$ cat src/rtl/lfsr_rng.sv
// XNOR Fibonacci LFSR with seed load, lock-up guard and period-wrap pulse.
// Define LFSR_RNG_THRESH_EN to add the threshold/hit comparator.
module lfsr_rng #(
  parameter int               WIDTH = 10,
  parameter logic [WIDTH-1:0] TAPS  = 10'b0000001001,
  parameter logic [WIDTH-1:0] SEED  = 10'h000
) (
  input  logic             CLOCK_50,
  input  logic             reset,
  input  logic             en,
  input  logic             load,
  input  logic [WIDTH-1:0] seed_in,
`ifdef LFSR_RNG_THRESH_EN
  input  logic [WIDTH-1:0] threshold,
  output logic             hit,
`endif
  output logic [WIDTH-1:0] out,
  output logic             wrap,
  output logic             lockup_fix
);

  localparam logic [WIDTH-1:0] ONES = '1;

  if (WIDTH < 3 || WIDTH > 32) begin : g_bad_width
    $fatal(1, "lfsr_rng: WIDTH must be 3..32");
  end
  if (TAPS == '0) begin : g_bad_taps
    $fatal(1, "lfsr_rng: TAPS must be nonzero");
  end
  if (SEED == ONES) begin : g_bad_seed
    $fatal(1, "lfsr_rng: SEED must not be all-ones");
  end

  logic             fb;
  logic [WIDTH-1:0] nxt;
  logic [WIDTH-1:0] step_val;
  logic             step_lock;
  logic [WIDTH-1:0] ref_seed;

  always_comb begin
    fb        = ~^(out & TAPS);
    nxt       = {fb, out[WIDTH-1:1]};
    step_lock = (nxt == ONES);
    step_val  = step_lock ? SEED : nxt;
  end

  always_ff @(posedge CLOCK_50 or posedge reset) begin
    if (reset) begin
      out        <= SEED;
      ref_seed   <= SEED;
      wrap       <= 1'b0;
      lockup_fix <= 1'b0;
    end else if (load) begin
      wrap <= 1'b0;
      if (seed_in == ONES) begin
        out        <= SEED;
        ref_seed   <= SEED;
        lockup_fix <= 1'b1;
      end else begin
        out        <= seed_in;
        ref_seed   <= seed_in;
        lockup_fix <= 1'b0;
      end
    end else if (en) begin
      out        <= step_val;
      lockup_fix <= step_lock;
      wrap       <= (step_val == ref_seed);
    end else begin
      wrap       <= 1'b0;
      lockup_fix <= 1'b0;
    end
  end

`ifdef LFSR_RNG_THRESH_EN
  // Only a step produces a fresh sample to compare.
  always_ff @(posedge CLOCK_50 or posedge reset) begin
    if (reset) begin
      hit <= 1'b0;
    end else if (!load && en) begin
      hit <= (step_val < threshold);
    end else begin
      hit <= 1'b0;
    end
  end
`endif

endmodule

$ cat config.mk
export PLATFORM = sky130hd
export DESIGN_NAME = lfsr_rng
export DESIGN_NICKNAME = d
export VERILOG_FILES = /design/src/rtl/lfsr_rng.sv
export SDC_FILE = /design/constraint.sdc
export NUM_CORES = 1
export LEC_CHECK = 0
export ABC_CLOCK_PERIOD_IN_PS = 2900
export CAP_MARGIN = 10
export CORE_MARGIN = 1.5
export CORE_UTILIZATION = 53
export DETAILED_ROUTE_END_ITERATION = 16
export DONT_BUFFER_PORTS = 1
export GPL_TIMING_DRIVEN = 1
export PLACE_DENSITY = 0.68
export RECOVER_POWER = 100
export SLEW_MARGIN = 20
export SYNTH_ARGS = -nofsm -noshare
export SYNTH_HDL_FRONTEND = slang
export SYNTH_SLANG_ARGS = --single-unit
$ cat constraint.sdc
create_clock -name CLOCK_50 -period 2.9 [get_ports CLOCK_50]
set_input_delay 0.87 -clock CLOCK_50 [delete_from_list [all_inputs] [get_ports CLOCK_50]]
set_output_delay 0.87 -clock CLOCK_50 [all_outputs]
set_load 0.1 [all_outputs]
==> Word level (Yosys, flattened, before mapping) <==
Cells that the tools add are included.
{ "op_classes": {"n_reduce_logical": 2, "n_mux": 9, "eq_ne": 3} }
{ "op_table": {"columns": ["op", "n"], "rows": [
  ["10-bit 2-to-1 mux", 4],
  ["10-bit equality test, second input constant", 2],
  ["10-bit equality test", 1],
  ["10-bit XNOR reduction", 1],
  ["1-bit 2-to-1 mux", 5],
  ["2-bit nonzero test", 1]
]} }
{ "totals": {"input_bits": 14, "elab_cells": 18, "output_inout_bits": 12, "reg_bits": 22} }

==> Depth between registers and ports, before layout <==
Gate-level depths: netlist of the first run.
{ "depth": {"ltp_word": 6, "ltp_mapped": 6, "ltp_nobuf": 5} }

==> Worst setup path before layout of the first run <==
No wires, ideal clock.
{ "synth_path": {"path_kind": "register to register", "start": "register out[3]", "end": "register wrap", "t_arrival_ns": 2.060, "setup_ns": 0.122, "path_buffers": 0, "stages_incl_launch_ff": 6, "required_ns": 2.778, "setup_slack_ns": 0.718, "synth_period_minus_slack_ns": 2.182, "cell_sequence": "dfrtp_1 nand4_2 nor3_4 and3b_2 o221ai_2 nor3_2"} }
{ "synth_between": {"elab_chain_cells": 6} }
{ "synth_rtl": {"columns": ["element", "line", "source"], "rows": [
  ["from (decl)", "17", "output logic [WIDTH-1:0] out,"],
  ["from (signal assigned)", "60", "out <= seed_in;"],
  ["from (signal assigned)", "65", "out <= step_val;"],
  ["10-bit XNOR reduction", "41", "fb = ~^(out & TAPS);"],
  ["10-bit equality test", "43", "step_lock = (nxt == ONES);"],
  ["10-bit 2-to-1 mux (*)", "44", "step_val = step_lock ? SEED : nxt;"],
  ["10-bit equality test (*)", "67", "wrap <= (step_val == ref_seed);"],
  ["1-bit 2-to-1 mux (*)", "64", "end else if (en) begin"],
  ["1-bit 2-to-1 mux (*)", "53", "end else if (load) begin"],
  ["to (signal assigned)", "67", null],
  ["to (decl)", "18", "output logic wrap,"]
]} }
Every way passes the cells marked *; elsewhere a longest branch is shown, timed or not.
A chain may end at the register's enable or synchronous reset.

==> Final worst setup path of the first run <==
{ "layout_path": {"start": "register out[9]", "end": "register wrap"} }
{ "layout_between": {"elab_chain_cells": 5} }
{ "layout_rtl": {"columns": ["element", "line"], "rows": [
  ["10-bit equality test", "43"],
  ["10-bit 2-to-1 mux (*)", "44"],
  ["10-bit equality test (*)", "67"],
  ["1-bit 2-to-1 mux (*)", "64"],
  ["1-bit 2-to-1 mux (*)", "53"]
]} }
Marked as above.

==> results.py, run 1 <==
metrics = {
    "run_status": {
        "status": "finished, final reports clean",
    },
    "floorplanning": {
        "initial_utilization_pct": 58.1,
        "dieArea_mm2": 0.00251,
        "rows": 16,
        "die_w_um": 50.1,
        "ioPinCount": 26,
        "core_mm2": 0.00202,
        "die-height_um": 50.1,
    },
    "sta": {
        "timing.fmax_mhz": 441,
        "min_period_ns": 2.27,
        "setup_viol": 0,
        "tns_ns": 0,
        "worstMarginPinSlew_ns": 0.875,
        "fin_crit_sh_pct": 78.2,
        "grt_setup_unrepaired": "false",
        "hold_viol": 0,
        "final_max_slew_viol_count": 0,
        "relSlewSlack_pct": 41.7,
        "finClkSkew_ns": 0.00774,
    },
    "power": {
        "combPwrFrac_pct": 35.8,
        "p_per_area_mw_per_mm2": 612,
        "p_sw_share_pct": 42.6,
        "p_int_mw": 0.447,
        "peakVddDrop_uv": 386,
        "p_leak_nw": 0.595,
        "seq_power_share_pct": 47.3,
        "pwr-share-clk_pct": 17.0,
        "p_sw_mw": 0.331,
    },
    "cts": {
        "tritoncts": "yes",
        "clk_pin_slew_ns": 0.12,
        "cts_hold_buf": 0,
        "clock_path_buffers": 2,
        "clock-root-buffer": "clkbuf_4",
        "h-tree-depth": 1,
        "ctsResizeCount": 0,
        "cts_sinks": 22,
        "cts_setup_buffers": 0,
        "numCtsBuffers": 3,
        "clk_latency_ns": 0.30,
    },
    "cells_and_area": {
        "drive_above_1_share_pct": 15.7,
        "nNetsFinal": 156,
        "layout_commonest_cell": "nand2_1",
        "final_util_pct": 62.9,
        "syn_to_final_growth_pct": 8.31,
        "antenna_cells": 0,
        "final_area_mm2": 0.00127,
        "layout_common_cells": "nand2_1, dfrtp_1, o21ai_0",
    },
    "synthesis": {
        "synthCells": 131,
        "ys_seq_area_share_pct": 46.9,
        "syn_nets": 145,
        "syn_area_mm2": 0.00117,
        "yosys_warnings": 0,
        "ys_types": 28,
        "ys_ff_latch": 22,
        "avgSynthCellArea_um2": 8.97,
    },
    "critical_path": {
        "path_max_fanout": 10,
        "endpoint_kind": "flop",
        "critPathKind": "flop to flop",
        "start_kind": "flop",
        "arrival_ns": 2.45,
        "worst-endpoint-required_ns": 3.08,
    },
    "job": {
        "cap_violations": 0,
    },
    "grt": {
        "overflow": 0,
        "grt_max_degree": 23,
        "grt_pass1_vias": 947,
        "antenna_found_initial": 0,
        "grt_pass1_wl_um": 4600,
        "grt_usage_pct": 24.7,
    },
    "route": {
        "drc": 0,
        "dr.first_iter.drc_count": 19,
        "routedWlPerCell_um": 16.6,
        "ant_nets": 0,
        "wirelength_um": 2770,
        "avgViaCountPerCell": 5.90,
        "dr.pass1.iters": 4,
        "route.vias.total": 986,
    },
    "place": {
        "dp_hpwl_um": 2050,
        "gp_congestion": 0.861,
        "port_buffers": 0,
        "post_dp_cell_area_mm2": 0.00127,
    },
    "min_path": {
        "holdCritPathClass": "flop to flop",
    },
}
[flip-flops by register name, indices dropped and copies added, names as in the netlist]
signal      count
out            10
ref_seed       10
lockup_fix      1
wrap            1
[worst paths after layout]
path	start	end	slack (ns)	cells past startpoint
setup / recovery	out[9]	wrap	0.63	6
hold / removal	ref_seed[6]	ref_seed[6]	0.56	2
setup reg to reg	out[9]	wrap	0.63	6
hold reg to reg	ref_seed[6]	ref_seed[6]	0.56	2
max in group asynchronous	reset	ref_seed[2]	1.77	1
min in group asynchronous	reset	out[0]	0.61	1
[cells by family after synthesis]
logic type	after synthesis	synth area share, %
simple gates	45	20.6
compound gates	43	24.1
flops	22	46.9
buf+inv	17	5.54
xor+xnor	4	2.98
[final cells by class]
class | instances | area [um^2]
clock buffer | 3 | 22.5
fill | 184 | 749
inverter | 12 | 45.0
multi-input combinational | 92 | 553
sequential | 22 | 551
tap | 27 | 33.8
timing repair buffer | 11 | 67.6
[cell usage after synthesis (all sizes together)]
cell | count | area (um^2)
nand2 | 23 | 86.3
dfrtp | 22 | 551
o21ai | 20 | 100
inv | 12 | 45.0
a21boi | 10 | 75.1
nor2 | 9 | 36.3
clkbuf | 5 | 20.0
nand4 | 4 | 31.3
nor3 | 4 | 36.3
xnor2 | 4 | 35.0
a31oi | 3 | 18.8
a22oi | 2 | 15.0
o211a | 2 | 20.0
o22ai | 2 | 12.5
and2b | 1 | 8.76
and3b | 1 | 10.0
and4 | 1 | 10.0
and4bb | 1 | 12.5
nor4bb | 1 | 10.0
o211ai | 1 | 7.51
o221ai | 1 | 15.0
o31a | 1 | 8.76
o32a | 1 | 10.0
[per-stage QoR]
| stage | cells | worst slack (ns) | hold slack (ns) | total power, mW |
|---|---|---|---|---|
| after floorplan | 131 | 0.718 | 0.509 | 0.600 |
| after global placement | 164 | 0.859 | 0.509 | 0.653 |
| after detailed placement | 164 | 0.845 | 0.540 | 0.660 |
| after CTS | 167 | 0.790 | 0.567 | 0.792 |
| after global routing | 167 | 0.464 | 0.586 | 0.819 |
| final | 167 | 0.631 | 0.561 | 0.778 |
[layer usage]
layer	track usage [%]	vias up	wire length (um)
met5	0	-	0
met1	35.9	469	1350
li1	-	480	-
met4	9.26	0	19
met2	36.6	33	1250
met3	3.94	4	140
[critical path, stage by stage, from the launching register on]
cell and delay [ns]:
dfrtp_1 0.34, clkbuf_2 0.52, nand4_1 0.25, nor3_4 0.40, and3b_2 0.26, o221ai_1 0.30, nor3_2 0.08
[power by group through the flow]
stage	Clock (mW)	Sequential (mW)	Combinational, mW
floorplan	0	0.509	0.0912
global placement	0	0.371	0.282
detailed placement	0	0.373	0.287
CTS	0.137	0.367	0.287
global route	0.150	0.372	0.297
finish	0.132	0.368	0.278
Power figures use the tool's default switching activity.
==> run 2: changes to the inputs <==
--- a/config.mk
+++ b/config.mk
@@ -5,14 +5,14 @@
 export SDC_FILE = /design/constraint.sdc
 export NUM_CORES = 1
 export LEC_CHECK = 0
-export ABC_CLOCK_PERIOD_IN_PS = 2900
+export ABC_CLOCK_PERIOD_IN_PS = 1800
 export CAP_MARGIN = 10
 export CORE_MARGIN = 1.5
 export CORE_UTILIZATION = 53
 export DETAILED_ROUTE_END_ITERATION = 16
 export DONT_BUFFER_PORTS = 1
 export GPL_TIMING_DRIVEN = 1
-export PLACE_DENSITY = 0.68
+export PLACE_DENSITY = 0.71
 export RECOVER_POWER = 100
 export SLEW_MARGIN = 20
 export SYNTH_ARGS = -nofsm -noshare
==> constraint.sdc (replaced) <==
create_clock -name CLOCK_50 -period 1.8 [get_ports CLOCK_50]
set_input_delay 0.54 -clock CLOCK_50 [delete_from_list [all_inputs] [get_ports CLOCK_50]]
set_output_delay 0.54 -clock CLOCK_50 [all_outputs]
set_load 0.1 [all_outputs]
==> results.py, run 2 (synthesis gave the netlist of run 1 again) <==
metrics = {
    "cts": {
        "clk_pin_slew_ns": 0.12,
        "clk_latency_ns": 0.31,
        "cts_sinks": 22,
        "numCtsBuffers": 3,
        "ctsResizeCount": 0,
        "cts_setup_buffers": 0,
        "clock-root-buffer": "clkbuf_4",
        "h-tree-depth": 1,
        "tritoncts": "yes",
        "cts_hold_buf": 0,
        "clock_path_buffers": 2,
    },
    "power": {
        "fin_total_pwr_mw": 1.30,
        "p_per_area_mw_per_mm2": 956,
        "peakVddDrop_uv": 654,
        "p_leak_nw": 0.609,
    },
    "sta": {
        "setup_viol": 0,
        "finClkSkew_ns": 0.00591,
        "grt_setup_unrepaired": "false",
        "timing.fmax_mhz": 591,
        "worstMarginPinSlew_ns": 1.17,
        "tns_ns": 0,
        "final_max_slew_viol_count": 0,
        "min_period_ns": 1.69,
        "relSlewSlack_pct": 21.9,
        "hold_viol": 0,
        "fin_crit_sh_pct": 94.0,
    },
    "min_path": {
        "min_path_cells": 1,
        "min_from": "load",
        "min_to": "ref_seed[1]",
        "holdCritPathClass": "input port to flop",
    },
    "grt": {
        "grt_pass1_vias": 1055,
        "grt_pass1_wl_um": 5030,
        "overflow": 0,
        "antenna_found_initial": 0,
        "grt_max_degree": 23,
        "grt_usage_pct": 27.2,
    },
    "critical_path": {
        "max_stage_delay_ns": 0.47,
        "critPathSlowestCell": "buf_2",
        "reg2reg_depth": 6,
        "path_delay_family": "buffers and inverters",
        "path_cells": "buf_2",
        "rr_startpoint": "out[5]",
        "critPathKind": "flop to output pin",
        "endpoint_kind": "output pin",
        "start_kind": "flop",
        "r2r-end": "wrap",
        "r2r_slack_ns": 0.12,
        "path_max_fanout": 5,
        "worst-endpoint-required_ns": 1.26,
        "arrival_ns": 1.15,
        "startpoint": "out[7]",
        "crit_buf_inv": 1,
    },
    "floorplanning": {
        "initial_utilization_pct": 58.1,
        "rows": 16,
        "die-height_um": 50.1,
        "ioPinCount": 26,
        "core_mm2": 0.00202,
        "die_w_um": 50.1,
        "dieArea_mm2": 0.00251,
    },
    "cells_and_area": {
        "antenna_cells": 0,
        "layout_commonest_cell": "nand2_1",
        "syn_to_final_growth_pct": 15.8,
        "layout_common_cells": "nand2_1, o21ai_0, clkbuf_4",
        "nNetsFinal": 162,
        "drive_above_1_share_pct": 26.0,
        "reg.largest.list": "out x10, ref_seed x10",
    },
    "route": {
        "route.vias.total": 1047,
        "ant_nets": 0,
        "dr.pass1.iters": 5,
        "dr.first_iter.drc_count": 24,
        "wirelength_um": 3000,
        "drc": 0,
        "routedWlPerCell_um": 17.3,
        "avgViaCountPerCell": 6.05,
    },
    "place": {
        "port_buffers": 0,
        "gp_congestion": 0.862,
        "dp_hpwl_um": 2260,
    },
    "run_status": {
        "status": "finished, final reports clean",
    },
    "job": {
        "cap_violations": 0,
    },
}
## run 2: cell types whose count changed in the layout (fill, tap and decap cells not counted), sizes merged
cell,change
clkbuf,+7
buf,-1
## run 2: layout make-up
type                            count  area (um^2)
Fill cell                         176          662
Clock buffer                        3         22.5
Inverter                           12         45.0
Tap cell                           27         33.8
Multi-Input combinational cell     92          559
Timing Repair Buffer               17          116
Sequential cell                    22          583
## run 2: worst max path at each step
stage,end,slack (ns),depth (start not counted)
floorplan,wrap,0.008,5
global placement,out[4],0.08,5
detailed placement,out[4],0.11,5
CTS,wrap,0.15,6
global route,wrap,0.02,6
finish,out[7],0.11,1
## run 2: metal layers
metal	part of all wire (%)	GRT usage, %
met1	41	35.5
met2	48	42.1
met3	9.6	7.58
met4	1.9	11.6
met5	0	0
## run 2: report_power, final
group	internal [mW]	total, mW	switching (mW)
registers	0.559	0.598	0.0392
logic	0.110	0.479	0.369
clock network	0.0783	0.224	0.145
total	0.747	1.30	0.553
## run 2: metrics by stage
stage / worst slack (ns) / utilization, % / std cells / instance area [um^2] / hold slack [ns]
2_1_floorplan: 0.00752 / - / 131 / 1210 / 0.509
3_3_place_gp: 0.0831 / 66.7 / 170 / 1350 / 0.481
3_5_place_dp: 0.113 / 66.7 / 170 / 1350 / 0.490
4_1_cts: 0.155 / 67.8 / 173 / 1370 / 0.147
5_1_grt: 0.0152 / 67.3 / 173 / 1360 / 0.316
6_report: 0.108 / 67.3 / 173 / 1360 / 0.319
==> run 3: changes to the inputs <==
--- a/config.mk
+++ b/config.mk
@@ -12,6 +12,7 @@
 export DETAILED_ROUTE_END_ITERATION = 16
 export DONT_BUFFER_PORTS = 1
 export GPL_TIMING_DRIVEN = 1
+export MAX_ROUTING_LAYER = met4
 export PLACE_DENSITY = 0.71
 export RECOVER_POWER = 100
 export SLEW_MARGIN = 20
==> results.py, run 3 (synthesis gave the netlist of run 1 again) <==
metrics = {
    "power": {
        "peakVddDrop_uv": 655,
        "p_leak_nw": 0.609,
        "fin_total_pwr_mw": 1.30,
        "p_per_area_mw_per_mm2": 957,
    },
    "place": {
        "post_dp_cell_area_mm2": 0.00135,
        "placed_cells": 170,
        "port_buffers": 0,
        "dp_hpwl_um": 2260,
        "gp_congestion": 0.876,
    },
    "cells_and_area": {
        "layout_commonest_cell": "nand2_1",
        "reg.largest.list": "out x10, ref_seed x10",
        "final_area_mm2": 0.00136,
        "syn_to_final_growth_pct": 16.0,
        "drive_above_1_share_pct": 26.0,
        "antenna_cells": 0,
        "layout_common_cells": "nand2_1, o21ai_0, clkbuf_4",
        "nNetsFinal": 162,
        "stdcell_count": 173,
    },
    "sta": {
        "finClkSkew_ns": 0.00619,
        "relSlewSlack_pct": 20.2,
        "final_max_slew_viol_count": 0,
        "min_period_ns": 1.68,
        "grt_setup_unrepaired": "false",
        "setup_viol": 0,
        "tns_ns": 0,
        "fin_crit_sh_pct": 93.4,
        "hold_viol": 0,
        "timing.fmax_mhz": 595,
        "worstMarginPinSlew_ns": 1.20,
    },
    "cts": {
        "cts_setup_buffers": 0,
        "clk_latency_ns": 0.31,
        "clock_path_buffers": 2,
        "cts_sinks": 22,
        "clk_pin_slew_ns": 0.12,
        "tritoncts": "yes",
        "h-tree-depth": 1,
        "ctsResizeCount": 0,
        "numCtsBuffers": 3,
        "clock-root-buffer": "clkbuf_4",
        "cts_hold_buf": 0,
    },
    "grt": {
        "antenna_found_initial": 0,
        "grt_pass1_wl_um": 5040,
        "grt_usage_pct": 28.0,
        "grt_pass1_vias": 1054,
        "grt_max_degree": 23,
        "overflow": 0,
    },
    "floorplanning": {
        "dieArea_mm2": 0.00251,
        "rows": 16,
        "die-height_um": 50.1,
        "ioPinCount": 26,
        "die_w_um": 50.1,
        "initial_utilization_pct": 58.1,
        "core_mm2": 0.00202,
    },
    "route": {
        "route.vias.total": 1049,
        "dr.first_iter.drc_count": 30,
        "avgViaCountPerCell": 6.06,
        "dr.pass1.iters": 6,
        "wirelength_um": 2990,
        "drc": 0,
        "routedWlPerCell_um": 17.3,
        "ant_nets": 0,
    },
    "critical_path": {
        "path_cells": "clkbuf_4",
        "max_stage_delay_ns": 0.52,
        "crit_buf_inv": 1,
        "worst-endpoint-required_ns": 1.26,
        "arrival_ns": 1.14,
        "r2r_slack_ns": 0.12,
        "path_max_fanout": 5,
        "critPathSlowestCell": "dfrtp_4",
        "start_kind": "flop",
        "path_delay_family": "flip-flops",
        "endpoint_kind": "output pin",
        "critPathKind": "flop to output pin",
    },
    "run_status": {
        "status": "finished, final reports clean",
    },
    "job": {
        "cap_violations": 0,
    },
    "min_path": {
        "holdCritPathClass": "input port to flop",
    },
}
## run 3: power breakdown
part           internal, mW  total, mW  switching (mW)
logic                 0.111      0.480           0.369
clock network        0.0784      0.225           0.147
registers             0.559      0.599          0.0400
## run 3: cell type report
type | count | area, um^2
Clock buffer | 3 | 22.5
Multi-Input combinational cell | 92 | 559
Timing Repair Buffer | 17 | 119
Sequential cell | 22 | 583
Inverter | 12 | 45.0
Tap cell | 27 | 33.8
Fill cell | 176 | 659
## run 3: metal layers
layer	GRT usage [%]	up-vias	share of wire [%]
met4	11.6	0	1.9
li1	-	494	-
met5	-	-	0
met1	36.1	507	43
met2	41.9	41	47
met3	6.97	7	8.4
## run 3: path summary, 6_finish.rpt
kind	start	endpoint	cells past startpoint
worst max-delay path	out[3]	out[3]	1
worst min-delay path	load	ref_seed[1]	1
worst max register to register	out[5]	wrap	6
worst min register to register	ref_seed[1]	ref_seed[1]	2
max in group asynchronous	reset	out[6]	2
min in group asynchronous	reset	ref_seed[0]	2
## run 3: through the flow
stage	util, %	worst slack (ns)	hold WS [ns]
floorplan	-	0.00752	0.509
global placement	66.7	0.0831	0.481
detailed placement	66.7	0.113	0.490
CTS	67.8	0.155	0.147
global route	67.4	0.0152	0.316
finish	67.4	0.119	0.318
